$ cat src/rtl/cmp_share_arbiter.sv
// Shared less-than comparator with a round-robin front end and a
// single registered response slot for the branch unit and the ALU.

module comparator_lt #(
  parameter int N = 32
) (
  input  logic [N-1:0] a,
  input  logic [N-1:0] b,
  input  logic         sel_signed,
  output logic         lt
);
  // sel_signed carries the requester's uns bit: 1 = magnitude compare
  always_comb begin
    lt = 1'b0;
    if (sel_signed) lt = (a < b);
    else            lt = ($signed(a) < $signed(b));
  end
endmodule

module cmp_share_arbiter #(
  parameter int       N       = 32,
  parameter bit [0:0] RR_INIT = 1'b0
) (
  input  logic         i_clk,
  input  logic         i_reset,
  input  logic         i_flush,
  input  logic [1:0]   i_req_valid,
  output logic [1:0]   o_req_ready,
  input  logic [N-1:0] i_req0_a,
  input  logic [N-1:0] i_req0_b,
  input  logic         i_req0_uns,
  input  logic [N-1:0] i_req1_a,
  input  logic [N-1:0] i_req1_b,
  input  logic         i_req1_uns,
  output logic [1:0]   o_rsp_valid,
  input  logic [1:0]   i_rsp_ready,
  output logic         o_rsp_lt
);

  typedef enum logic {EMPTY, FULL} state_e;

  state_e state_q, state_d;
  logic   owner_q, owner_d;
  logic   lt_q, lt_d;
  logic   rr_q, rr_d;

  logic         can_grant;
  logic         sel;
  logic         accept;
  logic [N-1:0] mux_a, mux_b;
  logic         mux_uns;
  logic         cmp_lt;

  // Slot can take a new request when empty or being drained this cycle
  always_comb begin
    can_grant = 1'b0;
    if (!i_reset && !i_flush)
      can_grant = (state_q == EMPTY) || i_rsp_ready[owner_q];
  end

  // Pick the port to offer: the lone valid one, else the rr pointer
  always_comb begin
    sel = rr_q;
    unique case (1'b1)
      (i_req_valid == 2'b01): sel = 1'b0;
      (i_req_valid == 2'b10): sel = 1'b1;
      default:                sel = rr_q;
    endcase
    o_req_ready = 2'b00;
    if (can_grant) o_req_ready = sel ? 2'b10 : 2'b01;
    accept = |(i_req_valid & o_req_ready);
  end

  // Operand and signedness mux follows the selected port
  always_comb begin
    mux_a   = sel ? i_req1_a   : i_req0_a;
    mux_b   = sel ? i_req1_b   : i_req0_b;
    mux_uns = sel ? i_req1_uns : i_req0_uns;
  end

  comparator_lt #(.N(N)) u_cmp (
    .a          (mux_a),
    .b          (mux_b),
    .sel_signed (mux_uns),
    .lt         (cmp_lt)
  );

  // Response slot next state; flush wins over consume and accept
  always_comb begin
    state_d = state_q;
    owner_d = owner_q;
    lt_d    = lt_q;
    rr_d    = rr_q;
    if (i_flush) begin
      state_d = EMPTY;
    end else if (accept) begin
      state_d = FULL;
      owner_d = sel;
      lt_d    = cmp_lt;
      rr_d    = ~sel;
    end else if (state_q == FULL && i_rsp_ready[owner_q]) begin
      state_d = EMPTY;
    end
  end

  // State registers with synchronous reset
  always_ff @(posedge i_clk) begin
    if (i_reset) begin
      state_q <= EMPTY;
      owner_q <= 1'b0;
      lt_q    <= 1'b0;
      rr_q    <= RR_INIT;
    end else begin
      state_q <= state_d;
      owner_q <= owner_d;
      lt_q    <= lt_d;
      rr_q    <= rr_d;
    end
  end

  // One-hot response valid decoded from the registered owner
  always_comb begin
    o_rsp_valid = 2'b00;
    if (state_q == FULL) o_rsp_valid = owner_q ? 2'b10 : 2'b01;
    o_rsp_lt = lt_q;
  end

endmodule

$ cat config.mk
export PLATFORM = sky130hd
export DESIGN_NAME = cmp_share_arbiter
export DESIGN_NICKNAME = d
export VERILOG_FILES = /design/src/rtl/cmp_share_arbiter.sv
export SDC_FILE = /design/constraint.sdc
export NUM_CORES = 1
export LEC_CHECK = 0
export ABC_CLOCK_PERIOD_IN_PS = 4200
export CELL_PAD_IN_SITES_DETAIL_PLACEMENT = 0
export CELL_PAD_IN_SITES_GLOBAL_PLACEMENT = 1
export CORE_UTILIZATION = 20
export CTS_BUF_LIST = sky130_fd_sc_hd__clkbuf_8
export DETAILED_ROUTE_END_ITERATION = 6
export PLACE_DENSITY = 0.89
export REMOVE_ABC_BUFFERS = 1
export SLEW_MARGIN = 20
export SYNTH_ARGS = -nofsm -noshare
export SYNTH_HDL_FRONTEND = slang
export SYNTH_SLANG_ARGS = --single-unit
$ cat constraint.sdc
create_clock -name i_clk -period 4.2 [get_ports i_clk]
set_input_delay 0.84 -clock i_clk [delete_from_list [all_inputs] [get_ports i_clk]]
set_output_delay 0.84 -clock i_clk [all_outputs]
set_load 0.01 [all_outputs]
Word-level counts from Yosys, hierarchy flattened. Index checks and enable logic that the tools add are counted. Widths: inputs -> output; s select.

Equality and inequality tests: 2. Magnitude comparators: 3. Bitwise operators: 4. Reduce and logical (&&, ||, !) cells: 9. Multiplexer cells: 14.

Operator list (count): $lt 32x32->1 (2); $mux 32 (2); $mux 2 (4); $mux 1 (7); $reduce_or 2->1 (2); $not 1->1 (3); $and 2x2->2 (1); $eq 2x1->1 const B (1); $eq 2x2->1 const B (1); $logic_and 1x1->1 (2); $logic_not 1->1 (2); $lt 1x2->1 const B (1); $pmux 1 s2 (1); $reduce_and 2->1 (1); $reduce_bool 2->1 (1); $logic_or 1x1->1 (1).

Output and inout port bits: 5. Bits in registers: 4. Bits of input ports: 137.

Logic depth before layout (Yosys ltp). Gate-level depths: netlist of run 1.

Word-level depth: 8. Gate-level depth with buffers: 14. Gate-level depth less buffers: 12.

Modules after synthesis. From an unflattened synthesis of run 1, not the netlist that was laid out.

Cell total of the unflattened synthesis: 347. Area, all modules: 1833.0 µm².

By module, submodules not included: cmp_share_arbiter (area an instance 1054.8 µm², cells an instance 237, seq. area each 80.1 µm², instances 1); comparator_lt (area an instance 778.2 µm², cells an instance 110, seq. area each 0.0 µm², instances 1).

Worst setup path before layout of run 1. OpenSTA, ideal clock, no wires.

Path type: input to register. Start: input port i_req_valid[0]. End: register lt_q, in the netlist o_rsp_lt. Path buffers: 2. Slack: 0.577 ns. Stages on the path: 13. Setup time: 0.095 ns. Arrival: 3.528 ns. Cell sequence: inv_1 -> ha_1 -> mux2_4 -> buf_6 -> buf_2 -> mux2i_1 -> ha_1 -> a21o_1 -> a221o_1 -> a221oi_1 -> o211ai_1 -> a2111o_1 -> o311ai_1.

Longest elaborated chain between the ends: 7.

Ends and longest elaborated chain: start, declared (line 27) `input logic [1:0] i_req_valid,`; branches (longest 7 deep; another with $lt 32x32->1); end signal, assigned (line 116) `lt_q <= lt_d;`; end, declared (line 44) `logic lt_q, lt_d;`.

Several ways; the timed one is not identified. A chain may end at the register's enable or synchronous reset.

Worst setup path in the final report of run 1. Ends and elaborated chain as after synthesis.

==> results of run 1 <==
[metrics by stage]
step	setup TNS (ns)	instances	setup WS [ns]
6_report	0	490	0.250
4_1_cts	0	490	0.231
3_5_place_dp	0	487	0.00542
3_3_place_gp	0	487	0.196
2_1_floorplan	-0.139	236	-0.139
5_1_grt	0	490	0.0466
[synthesized netlist by cell type, drive strengths merged, types with 2 or more instances]
cell,instances
and2,2
nand3,5
mux2i,34
nand2,102
clkbuf,6
dfxtp,4
a21oi,12
nand4,5
ha,32
o21ai,7
buf,4
nor2,9
nand2b,3
nor3,2
a211oi,4
a211o,2
inv,3
[cell usage in the layout, fill, tap and decap left out, types with 2 or more instances in the layout]
cell type / Yosys / routed
sky130_fd_sc_hd__clkbuf_8: 0 / 3
sky130_fd_sc_hd__nand2_1: 102 / 102
sky130_fd_sc_hd__nand4_1: 5 / 5
sky130_fd_sc_hd__a211o_1: 2 / 2
sky130_fd_sc_hd__nand3_1: 4 / 4
sky130_fd_sc_hd__dfxtp_1: 4 / 4
sky130_fd_sc_hd__nand2b_1: 3 / 3
sky130_fd_sc_hd__mux2i_1: 34 / 33
sky130_fd_sc_hd__o21ai_0: 7 / 7
sky130_fd_sc_hd__buf_4: 0 / 7
sky130_fd_sc_hd__inv_1: 3 / 3
sky130_fd_sc_hd__nor3_1: 2 / 2
sky130_fd_sc_hd__ha_1: 32 / 32
sky130_fd_sc_hd__clkdlybuf4s50_1: 0 / 141
sky130_fd_sc_hd__nor2_1: 9 / 9
sky130_fd_sc_hd__a211oi_1: 4 / 4
sky130_fd_sc_hd__a21oi_1: 12 / 12
[cell families after synthesis]
family | share of synthesized area [%]
DFF | 4.91
muxes | 21.8
AOI/OAI and AO/OA | 12.0
and+or+nand+nor | 33.0
buffers and inverters | 3.68
adders and majority gates | 24.6
[path summary, 6_finish.rpt]
path | endpoint | startpoint | slack [ns]
worst min register to register | o_rsp_lt | o_rsp_lt | 0.52
worst min-delay path | o_rsp_lt | o_rsp_lt | 0.52
worst max register to register | o_rsp_lt | rr_q | 1.38
worst max-delay path | o_rsp_lt | i_req_valid[0] | 0.25
[registers in the layout (all words and copies together), names as in the netlist]
| signal | count |
|---|---|
| o_rsp_lt | 1 |
| state_q | 1 |
| rr_q | 1 |
| owner_q | 1 |
[layout make-up]
cell class | count | area share [%]
Multi-Input combinational cell | 229 | 46.3
Sequential cell | 4 | 2.47
Timing Repair Buffer | 149 | 45.7
Clock buffer | 3 | 1.27
Tap cell | 102 | 3.93
Inverter | 3 | 0.347
[where the power goes]
part / internal [mW] / total, mW / switching, mW
registers: 0.0407 / 0.0425 / 0.00188
clock network: 0.0613 / 0.0831 / 0.0219
logic: 0.220 / 0.371 / 0.150
total: 0.322 / 0.496 / 0.174
[worst max-delay path: cells and delay by family]
kind,cells,cell delay (ns)
buffers and inverters,3,0.75
and+or+nand+nor,4,0.94
muxes,2,0.57
AOI/OAI and AO/OA,2,0.28
adders and majority gates,2,0.65
[layer usage]
metal	up-vias	GRT usage, %	wire [um]
met4	0	3.13	58
li1	1150	-	-
met5	-	0	0
met1	931	16.3	2520
met3	5	2.07	369
met2	77	27.4	3050
==> impl.org, run 1 <==
** GRT
- For this run the aggregate overflow at the end of global routing stands at 0.
- Antenna violations before repair :: 0
- Maximum number of pins on one net before global-route repair :: 28
- Number of global-route vias before repair :: about 2,200
- In the global route stage, overall resource usage came out at 14.2%.
- Global-route wire length before repair :: between 9000 and 10,000 um

** Die
- After floorplanning, the core was divided into 32 placement rows.
- # IOs :: 142
- Area of the core region :: 7810 sq um
- Die X :: approximately 92 um
- Y dimension of the die :: 92.3 um
- The initial utilization of the core area, before any placement, comes to 20.9%.
- Total Die Area :: 8520 sq um

** Detailed routing
- In this run, the number of DRC markers left after iteration 0 of detailed routing was 42.
- Drt via density :: 4.41
- Vias after detailed routing :: 2,163
- The first TritonRoute pass finished after 4 iterations.
- Once detail routing completed, the nets flagged for antenna violations numbered 0.
- After detailed routing, the number of remaining DRC violations is 0.
- After detailed routing, the total wire length is roughly 6000 um.
- Average wire per standard cell :: 12.2 um

** Timing
- Final Skew :: 0.00299 ns
- After layout, the worst path uses 94.0% of the clock period.
- Counting I/O delays and the setup requirement, the final critical path takes slightly below 4 ns.
- Final setup violation count :: 0
- Setup repair after global routing left no endpoint under its margin.
- Slew headroom :: roughly 76%
- Worst hold-check slack :: 0.516 ns
- Actual transition at the worst max-transition pin :: 0.351 ns
- Final hold viol count :: 0
- For this run, the top clock speed supported by timing is ~250 MHz.
- The final number of max-transition violations came to 0.

** Synthesis
- The biggest area contributor in the post-synthesis netlist is sky130_fd_sc_hd__ha_1.
- After synthesis, the cell types taking the most area are sky130_fd_sc_hd__ha_1, sky130_fd_sc_hd__nand2_1, sky130_fd_sc_hd__mux2i_1, sky130_fd_sc_hd__dfxtp_1, sky130_fd_sc_hd__a21oi_1.
- Fraction of registers with async set or reset after synthesis :: 0%
- Cell Area, Synth :: approximately 1600 sq um
- Commonest register cell after synthesis :: sky130_fd_sc_hd__dfxtp_1
- Cells after synthesis :: approximately 250
- In this run, distinct cell masters in the synthesized netlist total 30.
- Summing the sequential cell areas from Yosys gives 4.91% of the chip area.
- The synthesized design contains 4 register bits.
- Post-synthesis area per instance :: 6.63 sq um
- Synth top area share :: 24.6%
- Number of enable flip-flop cells after synthesis :: 0
- Yosys printed 0 warnings.

** Critical path
- The signal on the critical path passes through clkdlybuf4s50_1 > inv_1 > ha_1 > mux2_4 > buf_4 > mux2i_1 > ha_1 > nand4_1 > nor3_1 > nand4_1 > nor4_1 > a2111o_1 > o311ai_1.
- WP data required :: 4.30 ns
- Critical path peak fanout :: 20
- For this design, the slowest cell found on the critical path is sky130_fd_sc_hd__clkdlybuf4s50_1.
- At the worst endpoint, the arrival time is 4.05 ns.
- Critical Path Source Type :: input port
- Number of cells traversed by the worst register-to-register path :: 10
- On the worst path, the slowest cell contributes a delay of 0.47 ns.
- Worst Setup End Kind :: flip-flop
- The critical path is of the in -> reg type.

** Place
- Post-DP Area :: 3210 sq um
- DP HPWL :: 5280 um
- Port bufs :: 141
- At the end of routability-driven placement, the weighted congestion stood at ~0.8.

** Min path
- Cell count of the worst hold path :: 2
- The min-delay analysis places its worst path in the category reg -> reg.

** Job
- Max-cap violations in this run came to 0.

** Layout
- Post-Layout Inst Area :: 3250 sq um
- Number of diodes :: 0
- For this run, the share of the core covered by cells in the final layout is between 40% and 50%.
- In the final layout, the multi-input gates occupy 1500 sq um.
- The final layout contains 559 nets.
- Across the whole layout, storage elements account for about 80 sq um.
- Filler cells :: 822
- In the final layout, the share of cells above drive strength 1 is 3.61%.
- Area Overhead vs Synth :: 99.2%

** Clocking
- Clk sinks :: 4
- Total clock buffers created by CTS :: 3
- In this run, post-CTS hold repair placed 0 buffers.
- The number of setup buffers added after CTS is 0.
- In this run, post-CTS repair resized a total of 0 instances.
- The clock passes through at most 2 buffers.
- The clock reaches the later pin of the worst-skew pair after 0.22 ns.
- TritonCTS clock tree :: built
- In this run the number of H-tree levels came out at 1.
- Clock root buffer master :: sky130_fd_sc_hd__clkbuf_8
- Post-CTS clock slew at the launch and capture registers of the worst setup and hold paths :: 0.03 ns

** Pwr
- VDD sags by at most just over 70 uV.
- Total power for the finished layout comes to a little under 0.5 mW.
- Reported leakage power :: 1.41 nW
- Power spread over the standard cell area amounts to 153 nW/um^2.

** Run status
- Result of the run :: complete, no violations
Note: power is estimated with default switching activity, not from simulation.
==> inputs of run 2 (changes only) <==
- CORE_UTILIZATION: 20 -> 21
- PLACE_DENSITY: 0.89 -> 0.92
- SYNTH_HIERARCHICAL: unset -> 1
==> run 2 against run 1 <==
Against the previous run: sequential power is essentially flat; utilization shrank 0.15 points; critical endpoint unchanged; synthesized cell count grew 41%; non-clock buffer count shrank 4; register-to-register slack gained 0.16 ns; combinational power grew 5.9%; clock-buffer cell count is the same; flip-flop and latch count is the same; die area grew 6.9%; first-iteration DRC count grew 71%.
==> impl.org, run 2 <==
** Synthesis
- Leading post-synthesis cells by cell area :: sky130_fd_sc_hd__nand2_1, sky130_fd_sc_hd__ha_1, sky130_fd_sc_hd__inv_1, sky130_fd_sc_hd__a21oi_1, sky130_fd_sc_hd__dfxtp_1
- Cell Area, Synth :: 1830 sq um
- During synthesis, Yosys emitted a total of 6 warnings.
- Number of enable flip-flop cells after synthesis :: 0
- In this run, synthesis produced a sequential element count of 4.
- Top post-synthesis cells by count :: sky130_fd_sc_hd__nand2_1, sky130_fd_sc_hd__ha_1, sky130_fd_sc_hd__inv_1
- In the synthesized netlist the dominant register cell turns out to be sky130_fd_sc_hd__dfxtp_1.
- Synthesis handed over a netlist of 347 instances.
- The share of the Yosys chip area taken by registers is 4.37%.
- Library cell occupying the most area in the post-synthesis netlist :: sky130_fd_sc_hd__nand2_1
- Fraction of registers with async set or reset after synthesis :: 0%
- After synthesis, the netlist uses 32 different library cells.
- By instance count, the leading cell after synthesis is sky130_fd_sc_hd__nand2_1.
- After synthesis, the mean cell area works out to approximately 5.3 sq um.
- Synth top area share :: ~41%

** Pwr
- Cell internal pwr :: 0.326 mW
- Of the total power, the share spent switching nets is between 30% and 40%.
- Total Power Consumption :: 0.522 mW
- Per report_power, the sequential group accounts for 8.1% of the total.
- Combinational logic is responsible for 75.4% of the overall power.
- Dividing total power by cell area gives a power density of approximately 150 nW/um^2.
- For this design the static power due to leakage is approximately 1.8 nW.
- Per report_power, the clock group accounts for between 10% and 20% of the total.
- Across the VDD grid, the largest voltage drop is 70.8 uV.
- The analysis attributes to net switching a power of 0.196 mW.

** GRT
- Global routing consumed, over all layers together, a little over an eighth of the routing resources.
- Global-route wire length before repair :: 9890 um
- Number of global-route vias before repair :: about 2,300
- For this run the aggregate overflow at the end of global routing stands at 0.
- The initial antenna violation count came to 0.
- Entering global routing, the biggest net connects 36 pins.

** Die
- In this run the standard cell core region covers roughly 8300 sq um.
- Total Die Area :: 9110 sq um
- Pin placement for this block handled 142 I/O pins.
- From bottom edge to top edge, the die measures 95.4 um.
- The initialized floorplan defines 33 standard-cell rows.
- Die X :: 95.4 um
- Initial standard-cell utilization of the core :: a little over a fifth

** Run status
- Result of the run :: complete, no violations

** Clocking
- Setup bufs post-CTS :: 0
- Source-to-sink clock delay at the later pin of the worst-skew pair :: roughly 0.23 ns
- Buffers inserted during clock tree synthesis total 3.
- Post-CTS clock slew at the launch and capture registers of the worst setup and hold paths :: 0.03 ns
- Clock root buffer master :: sky130_fd_sc_hd__clkbuf_8
- Gates resized during post-CTS repair numbered 0.
- CTS built an H-tree with a depth of 1.
- Bufs on Longest Clock Path :: 2
- TritonCTS built the clock tree.
- Hold repair after CTS inserted 0 buffers.
- Clk sinks :: 4

** Layout
- Relative to the synthesized area, the layout overhead comes to 88.5%.
- The post-route netlist has 3.12% of its cells at a drive strength greater than 1.
- NumNets Final :: around 650
- After filler insertion, the fill cell instance count of the layout stands at between 800 and 900.
- The top cell types in the final layout, fill and taps aside, are sky130_fd_sc_hd__nand2_1, sky130_fd_sc_hd__clkdlybuf4s50_1, sky130_fd_sc_hd__inv_1, sky130_fd_sc_hd__ha_1, sky130_fd_sc_hd__a21oi_1.
- Commonest non-fill, non-tap cell in the layout :: sky130_fd_sc_hd__nand2_1
- Reg area :: 80.1 sq um
- Summing all multi-input logic gate instances after layout gives 1590 sq um.
- The number of antenna diodes in the final layout is 0.

** Critical path
- Worst Setup End Kind :: flip-flop
- At the worst endpoint, the arrival time is 4.06 ns.
- At the worst endpoint, the required time is approximately 4.4 ns.
- Crit Path Category :: in -> reg
- Of all nets on the critical path, the largest fanout is 35.
- The worst setup path is launched from an input port.
- Number of cells traversed by the worst register-to-register path :: 14

** Timing
- For the finished layout, the period the worst path requires is 3.91 ns.
- Final Skew :: 0.00184 ns
- Final clock period utilization by the worst path :: 93.1%
- Actual transition at the worst max-transition pin :: 0.395 ns
- Slew headroom :: ~73%
- Setup repair after global routing left no endpoint under its margin.
- The final hold violation count was 0.
- Across all hold checks on the routed design, the worst slack comes to about 0.49 ns.
- Setup violations remaining at the end of the flow were counted as 0.
- Final max-slew violation count :: 0
- Post-Route Setup TNS :: 0 ns
- Derived from the worst setup path, the maximum achievable clock frequency is 256 MHz.

** Detailed routing
- Number of remaining DRC errors :: 0
- For this block, the via count after detailed routing is 2,507.
- In the final routed layout, each cell accounts on average for 10.9 um.
- Drt pass-1 iters :: 4
- Drt via density :: 4.28
- Drt initial violations :: 72
- Routed WL :: roughly 6400 um
- Number of nets still failing antenna checks after routing :: 0

** Min path
- The tightest min-delay check is of the reg -> reg type.
- The worst hold path was traced through 2 stages.

** Place
- Placer's final routability congestion estimate :: about 0.75
- The wire-length estimate of the detail-placed layout is 5400 um.
- Port bufs :: 141

** Job
- Number of violations of the max-capacitance limit :: 0
[run 2: area by class of cell]
type / instances / share of cell area, %
multi-input combinational: 297 / 46.1
sequential: 4 / 2.32
inverter: 32 / 3.48
timing repair buffer: 145 / 43.2
tap: 105 / 3.80
clock buffer: 3 / 1.19
[run 2: logic make-up (layout without fill, tap and decap cells)]
| family | Yosys count | count (layout) | synth area share, % |
|---|---|---|---|
| compound gates | 36 | 36 | 13.7 |
| xor+xnor | 1 | 1 | 0.478 |
| fa+ha+maj | 32 | 32 | 21.8 |
| buf+inv | 46 | 180 | 9.49 |
| flops | 4 | 4 | 4.37 |
| mux | 4 | 4 | 2.25 |
| simple gates | 224 | 224 | 47.9 |
[run 2: power groups by stage]
stage / clock network, mW / logic, mW / registers [mW]
final: 0.0861 / 0.393 / 0.0423
after global routing: 0.0901 / 0.450 / 0.0428
after CTS: 0.0904 / 0.400 / 0.0423
after detailed placement: 0 / 0.398 / 0.0428
after global placement: 0 / 0.393 / 0.0427
after floorplan: 0 / 0.203 / 0.0424
[run 2: routing by layer]
layer  GRT usage (%)  wire [um]  vias to the layer above
li1                -          -                     1367
met1            15.9       2700                     1066
met2            26.0       3220                       67
met3            1.83        399                        7
met4            3.11         64                        0
met5               0          0                        -
[run 2: critical path, stage by stage]
cell,delay (ns)
sky130_fd_sc_hd__clkdlybuf4s50_1,0.50
sky130_fd_sc_hd__inv_1,0.07
sky130_fd_sc_hd__ha_1,0.36
sky130_fd_sc_hd__mux2_2,0.41
sky130_fd_sc_hd__buf_12,0.18
sky130_fd_sc_hd__nand2_1,0.07
sky130_fd_sc_hd__nand2_1,0.06
sky130_fd_sc_hd__ha_1,0.30
sky130_fd_sc_hd__a211o_1,0.29
sky130_fd_sc_hd__a31oi_1,0.14
sky130_fd_sc_hd__o221ai_1,0.13
sky130_fd_sc_hd__a21oi_1,0.19
sky130_fd_sc_hd__o211ai_1,0.12
sky130_fd_sc_hd__a31oi_1,0.17
sky130_fd_sc_hd__nand3b_1,0.09
sky130_fd_sc_hd__a21oi_1,0.12
[run 2: per-stage QoR]
step	instance area, sq um	instances	worst slack (ns)	util [%]
2_1_floorplan	1780	333	-1.19	-
3_3_place_gp	3410	583	0.145	40.9
3_5_place_dp	3410	583	0.0264	40.9
4_1_cts	3460	586	0.252	41.4
5_1_grt	3460	586	0.0711	41.4
6_report	3460	586	0.292	41.4
[run 2: path summary, 6_finish.rpt]
kind                   from  endpoint  slack [ns]
min                o_rsp_lt  o_rsp_lt        0.49
min reg2reg        o_rsp_lt  o_rsp_lt        0.49
max reg2reg            rr_q  o_rsp_lt        1.54
max          i_req_valid[0]  o_rsp_lt        0.29
==> inputs of run 3 (changes only) <==
- HOLD_SLACK_MARGIN: unset -> 0.15
==> results of run 3 <==
No change in the layout: final DEF, timing and power equal those of run 2.
